**src/rtl/time_display_scan_if.sv**
```systemverilog
// Purpose : bundles the time inputs and the multiplexed 7-segment outputs of time_display_scan.
// Ports   : hour/minute/second (BCD bytes) and blank_en come from the time source.
//           an/seg/dp/frame_done go to the display pins. The master modport is the time source and display side.
//           The slave modport is the scan block.
interface time_display_scan_if;
   logic [7:0] hour;        // BCD hours   [7:4] tens, [3:0] ones
   logic [7:0] minute;      // BCD minutes [7:4] tens, [3:0] ones
   logic [7:0] second;      // BCD seconds [7:4] tens, [3:0] ones
   logic       blank_en;    // suppress a zero hour-tens digit
   logic [5:0] an;          // digit enables, active-low, an[0] = rightmost
   logic [6:0] seg;         // segments gfedcba, active-low
   logic       dp;          // decimal point, active-low
   logic       frame_done;  // one-cycle pulse per frame wrap

   modport master (
      output hour, minute, second, blank_en,
      input  an, seg, dp, frame_done
   );

   modport slave (
      input  hour, minute, second, blank_en,
      output an, seg, dp, frame_done
   );
endinterface

```
**src/rtl/time_display_scan.sv**
```systemverilog
// Purpose : scans a BCD hh:mm:ss value onto a 6-digit common-anode 7-segment display, one digit per SCAN_DIV clocks.
// Latency : outputs update 1 clk after each scan tick. The time snapshot is taken once per frame, at the 5->0 wrap.
// Backpr. : none. Inputs are sampled freely, and the display side cannot stall the scan.
// Ports   : clk and reset are plain ports. The reset is synchronous and active-high. bus is the time_display_scan_if.slave modport.
module time_display_scan #(
   parameter int SCAN_DIV = 50000   // clk cycles each digit is held, >= 2
) (
   input  logic                 clk,
   input  logic                 reset,
   time_display_scan_if.slave   bus
);

   localparam int            PW      = $clog2(SCAN_DIV);
   localparam logic [PW-1:0] PS_LAST = PW'(SCAN_DIV - 1);

   logic [PW-1:0] ps_q;
   logic [2:0]    idx_q;
   logic [7:0]    h_q, m_q, s_q;
   logic [5:0]    an_q;
   logic [6:0]    seg_q;
   logic          dp_q;
   logic          fd_q;

   logic          tick;
   logic          wrap;
   logic [2:0]    idx_nxt;
   logic [7:0]    s_eff;
   logic [3:0]    nib;
   logic [6:0]    font;
   logic [5:0]    an_nxt;
   logic [6:0]    seg_nxt;
   logic          dp_nxt;

   always_comb begin
      tick    = (ps_q == PS_LAST);
      wrap    = tick && (idx_q == 3'd5);
      idx_nxt = wrap ? 3'd0 : idx_q + 3'd1;

      // On the wrap edge, digit 0 must show the value being captured this cycle.
      // It must not show the stale snapshot, so the live second byte is used.
      s_eff = wrap ? bus.second : s_q;

      case (idx_nxt)
         3'd0:    nib = s_eff[3:0];
         3'd1:    nib = s_eff[7:4];
         3'd2:    nib = m_q[3:0];
         3'd3:    nib = m_q[7:4];
         3'd4:    nib = h_q[3:0];
         default: nib = h_q[7:4];
      endcase

      case (nib)
         4'd0:    font = 7'h3F;
         4'd1:    font = 7'h06;
         4'd2:    font = 7'h5B;
         4'd3:    font = 7'h4F;
         4'd4:    font = 7'h66;
         4'd5:    font = 7'h6D;
         4'd6:    font = 7'h7D;
         4'd7:    font = 7'h07;
         4'd8:    font = 7'h7F;
         4'd9:    font = 7'h6F;
         default: font = 7'h00;   // non-BCD nibble shows a dark digit, and its anode stays on
      endcase

      an_nxt  = ~(6'b000001 << idx_nxt);
      seg_nxt = ~font;
      // The separator points sit after the minute-ones and hour-ones digits. They light on even seconds.
      dp_nxt  = ~(((idx_nxt == 3'd2) || (idx_nxt == 3'd4)) && !s_eff[0]);

      // Leading hour zero is blanked entirely. blank_en is taken live, not from the snapshot.
      if ((idx_nxt == 3'd5) && bus.blank_en && (h_q[7:4] == 4'd0)) begin
         an_nxt  = 6'b111111;
         seg_nxt = 7'b1111111;
      end
   end

   always_ff @(posedge clk) begin
      if (reset) begin
         ps_q  <= '0;
         idx_q <= 3'd0;
         h_q   <= 8'h00;
         m_q   <= 8'h00;
         s_q   <= 8'h00;
         an_q  <= 6'b111111;
         seg_q <= 7'b1111111;
         dp_q  <= 1'b1;
         fd_q  <= 1'b0;
      end else begin
         fd_q <= wrap;
         ps_q <= tick ? '0 : ps_q + PW'(1);
         if (tick) begin
            idx_q <= idx_nxt;
            an_q  <= an_nxt;
            seg_q <= seg_nxt;
            dp_q  <= dp_nxt;
         end
         if (wrap) begin
            h_q <= bus.hour;
            m_q <= bus.minute;
            s_q <= bus.second;
         end
      end
   end

   assign bus.an         = an_q;
   assign bus.seg        = seg_q;
   assign bus.dp         = dp_q;
   assign bus.frame_done = fd_q;

endmodule

```
**src/flat_wrapper.sv**
```systemverilog
// flat-port wrapper written by rule: the top's interface ports become plain ports
module time_display_scan_flat 
#(
   parameter int SCAN_DIV = 50000                                         
)
  (clk, reset, bus_hour, bus_minute, bus_second, bus_blank_en, bus_an, bus_seg, bus_dp, bus_frame_done);
  time_display_scan_if bus_i ();
  input  logic clk;
  input  logic reset;
  input wire logic [$bits(bus_i.hour)-1:0] bus_hour;
  input wire logic [$bits(bus_i.minute)-1:0] bus_minute;
  input wire logic [$bits(bus_i.second)-1:0] bus_second;
  input wire logic [$bits(bus_i.blank_en)-1:0] bus_blank_en;
  output wire logic [$bits(bus_i.an)-1:0] bus_an;
  output wire logic [$bits(bus_i.seg)-1:0] bus_seg;
  output wire logic [$bits(bus_i.dp)-1:0] bus_dp;
  output wire logic [$bits(bus_i.frame_done)-1:0] bus_frame_done;
  assign bus_i.hour = bus_hour;
  assign bus_i.minute = bus_minute;
  assign bus_i.second = bus_second;
  assign bus_i.blank_en = bus_blank_en;
  assign bus_an = bus_i.an;
  assign bus_seg = bus_i.seg;
  assign bus_dp = bus_i.dp;
  assign bus_frame_done = bus_i.frame_done;
  time_display_scan #(.SCAN_DIV(SCAN_DIV)) u_core (.clk(clk), .reset(reset), .bus(bus_i));
endmodule
```
**config.mk**
```make
export PLATFORM = sky130hd
export DESIGN_NAME = time_display_scan_flat
export DESIGN_NICKNAME = d
export VERILOG_FILES = /design/src/rtl/time_display_scan_if.sv /design/src/rtl/time_display_scan.sv /design/src/flat_wrapper.sv
export SDC_FILE = /design/constraint.sdc
export NUM_CORES = 1
export LEC_CHECK = 0
export BUFFER_PORTS_ARGS = -buffer_cell sky130_fd_sc_hd__buf_2
export CORE_MARGIN = 4
export CORE_UTILIZATION = 38
export DETAILED_ROUTE_END_ITERATION = 10
export GPL_TIMING_DRIVEN = 0
export PLACE_DENSITY = 0.6
export SLEW_MARGIN = 20
export SYNTH_ARGS = -nofsm -noshare
export SYNTH_HDL_FRONTEND = slang
export SYNTH_SLANG_ARGS = --single-unit
export TNS_END_PERCENT = 100
```
**constraint.sdc**
```tcl
create_clock -name clk -period 5 [get_ports clk]
set_input_delay 0.25 -clock clk [delete_from_list [all_inputs] [get_ports clk]]
set_output_delay 0.25 -clock clk [all_outputs]
set_load 0.005 [all_outputs]
```
==> results of run 1 <==
[cells in the mapped netlist (4+ instances only)]
cell	count	area [um2]
nand2_1	65	244
dfxtp_1	58	1160
a21oi_1	39	195
nor2_1	35	131
nor3_1	13	65.1
clkbuf_1	10	37.5
nand3_1	9	45.0
ha_1	8	100
inv_1	8	30.0
xor2_1	8	70.1
and3_1	7	43.8
nand2b_1	6	37.5
xnor2_1	6	52.6
buf_2	5	25.0
o21ai_0	5	25.0
and2_1	4	25.0
buf_1	4	15.0
mux2i_1	4	40.0
nor3b_1	4	30.0
[final timing paths]
check                                                       to  slack (ps)
worst max-delay path            u_core.bus.seg[3]$_SDFFE_PP1P_        1600
worst max register to register  u_core.bus.seg[3]$_SDFFE_PP1P_        1600
worst min-delay path                u_core.m_q[0]$_SDFFE_PP0N_         150
worst min register to register      u_core.m_q[6]$_SDFFE_PP0N_         450
[cell families (layout without fill, tap and decap cells)]
group / count (synthesis) / after routing / share of synthesized area
multiplexers: 5 / 5 / 0.0177
AO/OA/AOI/OAI: 68 / 68 / 0.143
XOR/XNOR: 16 / 16 / 0.0614
adder cells (fa/ha/maj): 8 / 8 / 0.0346
buffers and inverters: 30 / 87 / 0.0441
AND/OR/NAND/NOR: 168 / 168 / 0.298
flip-flops: 58 / 58 / 0.401
[sequential cells by signal (all words and copies together) (netlist names)]
| name | flops |
|---|---|
| u_core.bus.frame_done | 1 |
| u_core.s_q | 8 |
| u_core.bus.seg | 7 |
| u_core.ps_q | 16 |
| u_core.idx_q | 3 |
| u_core.bus.an | 6 |
| u_core.m_q | 8 |
| u_core.h_q | 8 |
| u_core.bus.dp | 1 |
[stage by stage]
| step | std cells | setup slack [ps] |
|---|---|---|
| floorplan | 353 | 2310 |
| global placement | 493 | 1730 |
| detailed placement | 493 | 1680 |
| CTS | 509 | 1660 |
| global route | 509 | 1250 |
| finish | 509 | 1600 |
[metal layers]
metal	GRT usage	vias to the layer above	share of wire
li1	-	1315	-
met5	0	-	0
met2	0.250	55	0.46
met4	0.0553	0	0.014
met3	0.0450	12	0.055
met1	0.205	1155	0.47
[area by class of cell]
type                       count  share of cell area
multi-input combinational    265               0.468
sequential                    58               0.339
timing repair buffer          41              0.0598
clock buffer                  12              0.0452
tap                           99              0.0361
buffer                        22              0.0285
clock inverter                 4              0.0146
inverter                       8             0.00876
[power groups by stage]
stage / registers [W] / logic [W] / clock network (W)
floorplan: 0.000476 / 0.0000107 / 0
global placement: 0.000476 / 0.0000246 / 0
detailed placement: 0.000476 / 0.0000247 / 0
CTS: 0.000466 / 0.0000248 / 0.000454
global route: 0.000466 / 0.0000275 / 0.000471
finish: 0.000466 / 0.0000244 / 0.000445
[worst reg2reg max path: cells and delay by family, from the launching register on]
family | cells | cell delay [ps]
AOI/OAI and AO/OA | 5 | 1400
adders and majority gates | 2 | 490
and+or+nand+nor | 2 | 120
DFF | 1 | 370
buffers and inverters | 5 | 900
==> summary.md, run 1 <==
| Metric | Value |
|---|---|
| Outcome | `completed` |
| R2r startpoint | `u_core.idx_q[1]$_SDFFE_PP0P_` |
| Multi-input logic area | `1610 um2` |
| Async SR Flop Fraction | `0` |
| First-pass DRT Iterations | `4` |
| Syn avg cell area | `8.20 um2` |
| Internal Power | `0.000732 W` |
| Slew margin rel. | `0.530` |
| Clock transition at path regs | `70 ps` |
| Distinct cells, synth | `54` |
| Hold Crit Class | `in -> reg` |
| Clock share of power | `0.476` |
| Slowest CP cell | `o31ai_1` |
| Setup bufs post-CTS | `0` |
| Via density | `4.98` |
| # nets final | `440` |
| Count of input and output buffers | `41` |
| Root Buffer | `clkbuf_8` |
| Final hold viol count | `0` |
| Most frequent CP cell | `inv_1` |
| Routed WL | `6.89 mm` |
| GPL Wtd Cong | `0.870` |
| Placement Cell Area | `3220 um2` |
| Total vias in the final route | `2537` |
| Global Route Usage Sum | `0.158` |
| Max IR drop VDD | `0.000187 V` |
| Sequential cell area | `1160 um2` |
| Post-CTS Hold Buffers | `0` |
| Synth Flop Type | `dfxtp_1` |
| Critical path's largest stage delay | `570 ps` |
| Reg power frac | `0.498` |
| HPWL Detailed | `5.13 mm` |
| CTS max path bufs | `2` |
| Clk sinks | `58` |
| CP arrival | `3620 ps` |
| Synth warn | `0` |
| CP bufs+invs | `5` |
| RSZ-0062 raised after global routing | `false` |
| Logic pwr share | `0.026` |
| PostCTS Resize Cnt | `0` |
| Vias in the first global route | `2388` |
| CP endpoint kind | `flip-flop` |
| Pwr Total | `0.000935 W` |
| Tmin final | `3400 ps` |
| Hold Path Depth | `3` |
| Die H | `95.3 um` |
| Mapped Area | `2900 um2` |
| Final Max Tran Viols | `0` |
| NetSw | `0.000203 W` |
| Antenna Violating Nets Remaining | `0` |
| Worst Max-Slew Pin Slew | `700 ps` |
| Critical path depth in cells | `14` |
| # H-tree levels | `3` |
| CTS tree | `done` |
| Setup violators final | `0` |
| Layout area overhead | `18.5%` |
| Antenna violations before repair | `0` |
| Detailed-route DRC error count | `0` |
| Effective utilization at floorplan | `0.395` |
| Sequential share of the synthesized area | `0.401` |
| Worst reg-to-reg path cell count | `14` |
| Net Count, Synth | `388` |
| CP top delay family | `compound AO/OA/AOI/OAI gates` |
| Clock latency on the worst-skew pair | `340 ps` |
| Core Box Area | `7330 um2` |
| Largest net degree at the start of global routing | `11` |
| # rows | `31` |
| Die Footprint | `9080 um2` |
| Post-synth EDFFs | `0` |
| # Max-Cap Violations | `0` |
| Hold Crit Start | `bus_minute[0]` |
| Fmax | `294 MHz` |
| Aggregate global routing overflow | `0` |
| Fin area | `3430 um2` |
| Routed len/inst | `13.5 um` |
| Antenna diodes | `0` |
| CP required | `5210 ps` |
| Synthesized instance count | `353` |
| Die W | `95.3 um` |
| Pwr dens | `273 nW/um2` |
| Commonest non-fill, non-tap cell in the layout | `nand2_1` |
| Cell-by-cell trace of the critical path | `inv_1, ha_1, buf_2, clkbuf_1, o21ai_0, a21oi_1, a211oi_1, o31ai_1, inv_1, ha_1, inv_1, nor2_1, a2111oi_0, nor3_1` |
| Critical Path Source | `u_core.idx_q[1]$_SDFFE_PP0P_` |
| Layout cell share with drive strength beyond 1 | `0.190` |
| CP startpoint kind | `flip-flop` |
| Min Hold Slack | `150 ps` |
| Worst Skew | `7.50 ps` |
| Num CTS Buffers | `9` |
| Finished Core Util | `0.468` |
| Leak | `1.29 nW` |
| Global-route wire length before repair | `11.1 mm` |
| Fillers | `775` |
| Net Sw Frac | `0.217` |
| Worst setup path category | `reg -> reg` |
| Most frequent cells in the layout | `65 x nand2_1, 58 x dfxtp_1, 46 x buf_2` |
| Worst-path fanout max | `10` |
| Crit share post-route | `0.680` |
| Ports | `42` |
| DRT iter0 DRCs | `107` |
| Setup Total Neg Slack | `0 ps` |
| Flops & latches, synth | `58` |
No activity file was read; power rests on OpenSTA's default activity.
==> run 2: changes to the inputs <==
- ABC_AREA: not set -> 1
- clock period: 5 -> 3.4 ns (I/O delays scaled with it)
==> summary.md, run 2 <==
| Metric | Value |
|---|---|
| Global-route wire length before repair | `11.3 mm` |
| Mapped Area | `2860 um2` |
| Largest area contributor in the netlist | `dfxtp_1` |
| Antenna diodes | `0` |
| Syn avg cell area | `7.07 um2` |
| CTS max path bufs | `2` |
| Worst Max-Slew Pin Slew | `536 ps` |
| Sequential share of the synthesized area | `0.405` |
| Cell-by-cell trace of the critical path | `inv_1, ha_1, inv_1, o31ai_2, nor2_4, nor2_1, nand3_1, nand2_2, inv_1, ha_1, nor2_1, nor2_1, nor2_1, nor2_1` |
| Ports | `42` |
| Crit share post-route | `0.797` |
| # nets final | `491` |
| Post-synth EDFFs | `0` |
| PostCTS Resize Cnt | `0` |
| Most common cell in the netlist | `nor2_1` |
| Antenna violations before repair | `0` |
| First-pass DRT Iterations | `4` |
| Biggest register | `u_core.ps_q` |
| Final hold viol count | `0` |
| Layout area overhead | `18.4%` |
| Fmax | `369 MHz` |
| Max IR drop VDD | `0.000202 V` |
| Worst Skew | `5.03 ps` |
| Setup Total Neg Slack | `0 ps` |
| CP top delay family | `simple AND/OR/NAND/NOR gates` |
| CTS tree | `done` |
| Leak | `1.55 nW` |
| Setup violators final | `0` |
| Num CTS Buffers | `9` |
| Count of input and output buffers | `40` |
| # H-tree levels | `3` |
| Effective utilization at floorplan | `0.393` |
| Root Buffer | `clkbuf_8` |
| CP endpoint kind | `flip-flop` |
| Most frequent cells in the layout | `80 x nor2_1, 66 x nand2_1, 58 x dfxtp_1` |
| HPWL Detailed | `4.98 mm` |
| Worst setup path category | `reg -> reg` |
| Clock transition at path regs | `70 ps` |
| Global Route Usage Sum | `0.163` |
| Synth Flop Type | `dfxtp_1` |
| Layout cell share with drive strength beyond 1 | `0.210` |
| GPL Wtd Cong | `0.827` |
| Synth warn | `0` |
| CP bufs+invs | `3` |
| Pwr Total | `0.00138 W` |
| Flops & latches, synth | `58` |
| Total vias in the final route | `2569` |
| Worst-path fanout max | `8` |
| Net Count, Synth | `440` |
| Clock latency on the worst-skew pair | `330 ps` |
| Routed WL | `6.57 mm` |
| Synthesized instance count | `405` |
| Most common library cells after synthesis | `80 x nor2_1, 66 x nand2_1, 58 x dfxtp_1` |
| Antenna Violating Nets Remaining | `0` |
| DRT iter0 DRCs | `121` |
| Clk sinks | `58` |
| Die Footprint | `8990 um2` |
| Hold Crit Class | `in -> reg` |
| CP startpoint kind | `flip-flop` |
| Via density | `4.59` |
| Routed len/inst | `11.7 um` |
| Commonest non-fill, non-tap cell in the layout | `nor2_1` |
| Aggregate global routing overflow | `0` |
| CP required | `3630 ps` |
| Detailed-route DRC error count | `0` |
| Slowest CP cell | `o31ai_2` |
| Critical path's largest stage delay | `500 ps` |
| Largest cells by area after synthesis | `dfxtp_1 41%, nor2_1 10%, nand2_1 8.7%, inv_1 6.7%, a21oi_1 4.9%` |
| Die W | `94.8 um` |
| Pwr dens | `406 nW/um2` |
| Async SR Flop Fraction | `0` |
| RSZ-0062 raised after global routing | `false` |
| # Max-Cap Violations | `0` |
| Post-CTS Hold Buffers | `0` |
| Post-synth top area share | `0.405` |
| Outcome | `completed` |
| Setup bufs post-CTS | `0` |
| # rows | `31` |
| Largest net degree at the start of global routing | `11` |
| Final Max Tran Viols | `0` |
| Tmin final | `2710 ps` |
| Die H | `94.8 um` |
| Most frequent CP cell | `nor2_1` |
| CP arrival | `2940 ps` |
| Vias in the first global route | `2495` |
| Core Box Area | `7290 um2` |
| Distinct cells, synth | `36` |
| Max reg flops | `16` |
| Slew margin rel. | `0.641` |
==> run 2: power breakdown <==
part           leakage, nW  switching (W)  internal [W]
Clock                0.105       0.000279      0.000374
Combinational        0.973      0.0000220     0.0000159
Sequential           0.468     0.00000190      0.000682
Total                 1.55       0.000303       0.00107
==> run 2: cell type report <==
| class | count | area, um2 |
|---|---|---|
| multi-input cells | 281 | 1430 |
| plain buffers | 9 | 50.0 |
| fillers | 799 | 3900 |
| clock buffers | 11 | 151 |
| repair buffers | 40 | 200 |
| inverters | 57 | 219 |
| well taps | 99 | 124 |
| flip-flops and latches | 58 | 1160 |
| clock inverters | 5 | 52.6 |
==> run 2: worst register-to-register path, cell delays in order, from the launching register on <==
cell and delay, ps:
dfxtp_1 330, inv_1 50, ha_1 400, inv_1 90
o31ai_2 500, nor2_4 120, nor2_1 120, nand3_1 110
nand2_2 160, inv_1 100, ha_1 290, nor2_1 150
nor2_1 60, nor2_1 80, nor2_1 40
==> run 2: path summary, 6_finish.rpt <==
path | slack, ps | cells after the start | to | startpoint
min | 60 | 3 | u_core.m_q[3]$_SDFFE_PP0N_ | bus_minute[3]
min reg2reg | 450 | 2 | u_core.m_q[6]$_SDFFE_PP0N_ | u_core.m_q[6]$_SDFFE_PP0N_
max | 690 | 14 | u_core.bus.seg[3]$_SDFFE_PP1P_ | u_core.idx_q[1]$_SDFFE_PP0P_
max reg2reg | 690 | 14 | u_core.bus.seg[3]$_SDFFE_PP1P_ | u_core.idx_q[1]$_SDFFE_PP0P_
==> run 2: layer usage <==
metal,global-route usage,vias to the layer above,part of all wire
li1,-,1386,-
met4,0.0541,0,0.0046
met2,0.260,57,0.46
met3,0.0478,2,0.055
met5,0,-,0
met1,0.211,1124,0.48
==> run 2: kinds of logic (layout without fill, tap and decap cells) <==
logic type,Yosys count,count (layout),synth area share
DFF,58,58,0.405
adders and majority gates,8,8,0.0350
AOI/OAI and AO/OA,64,64,0.122
buffers and inverters,66,122,0.0939
xor gates and xnor gates,1,1,0.00306
and+or+nand+nor,208,208,0.340
==> run 2: through the flow <==
step	hold slack (ps)	cell area, um2	std cells	setup WS, ps	util
2_1_floorplan	305	2860	405	1040	-
5_1_grt	53.1	3390	560	369	0.465
6_report	56.2	3390	560	691	0.465
3_3_place_gp	391	3190	544	742	0.437
4_1_cts	43.7	3390	560	676	0.465
3_5_place_dp	400	3190	544	700	0.437
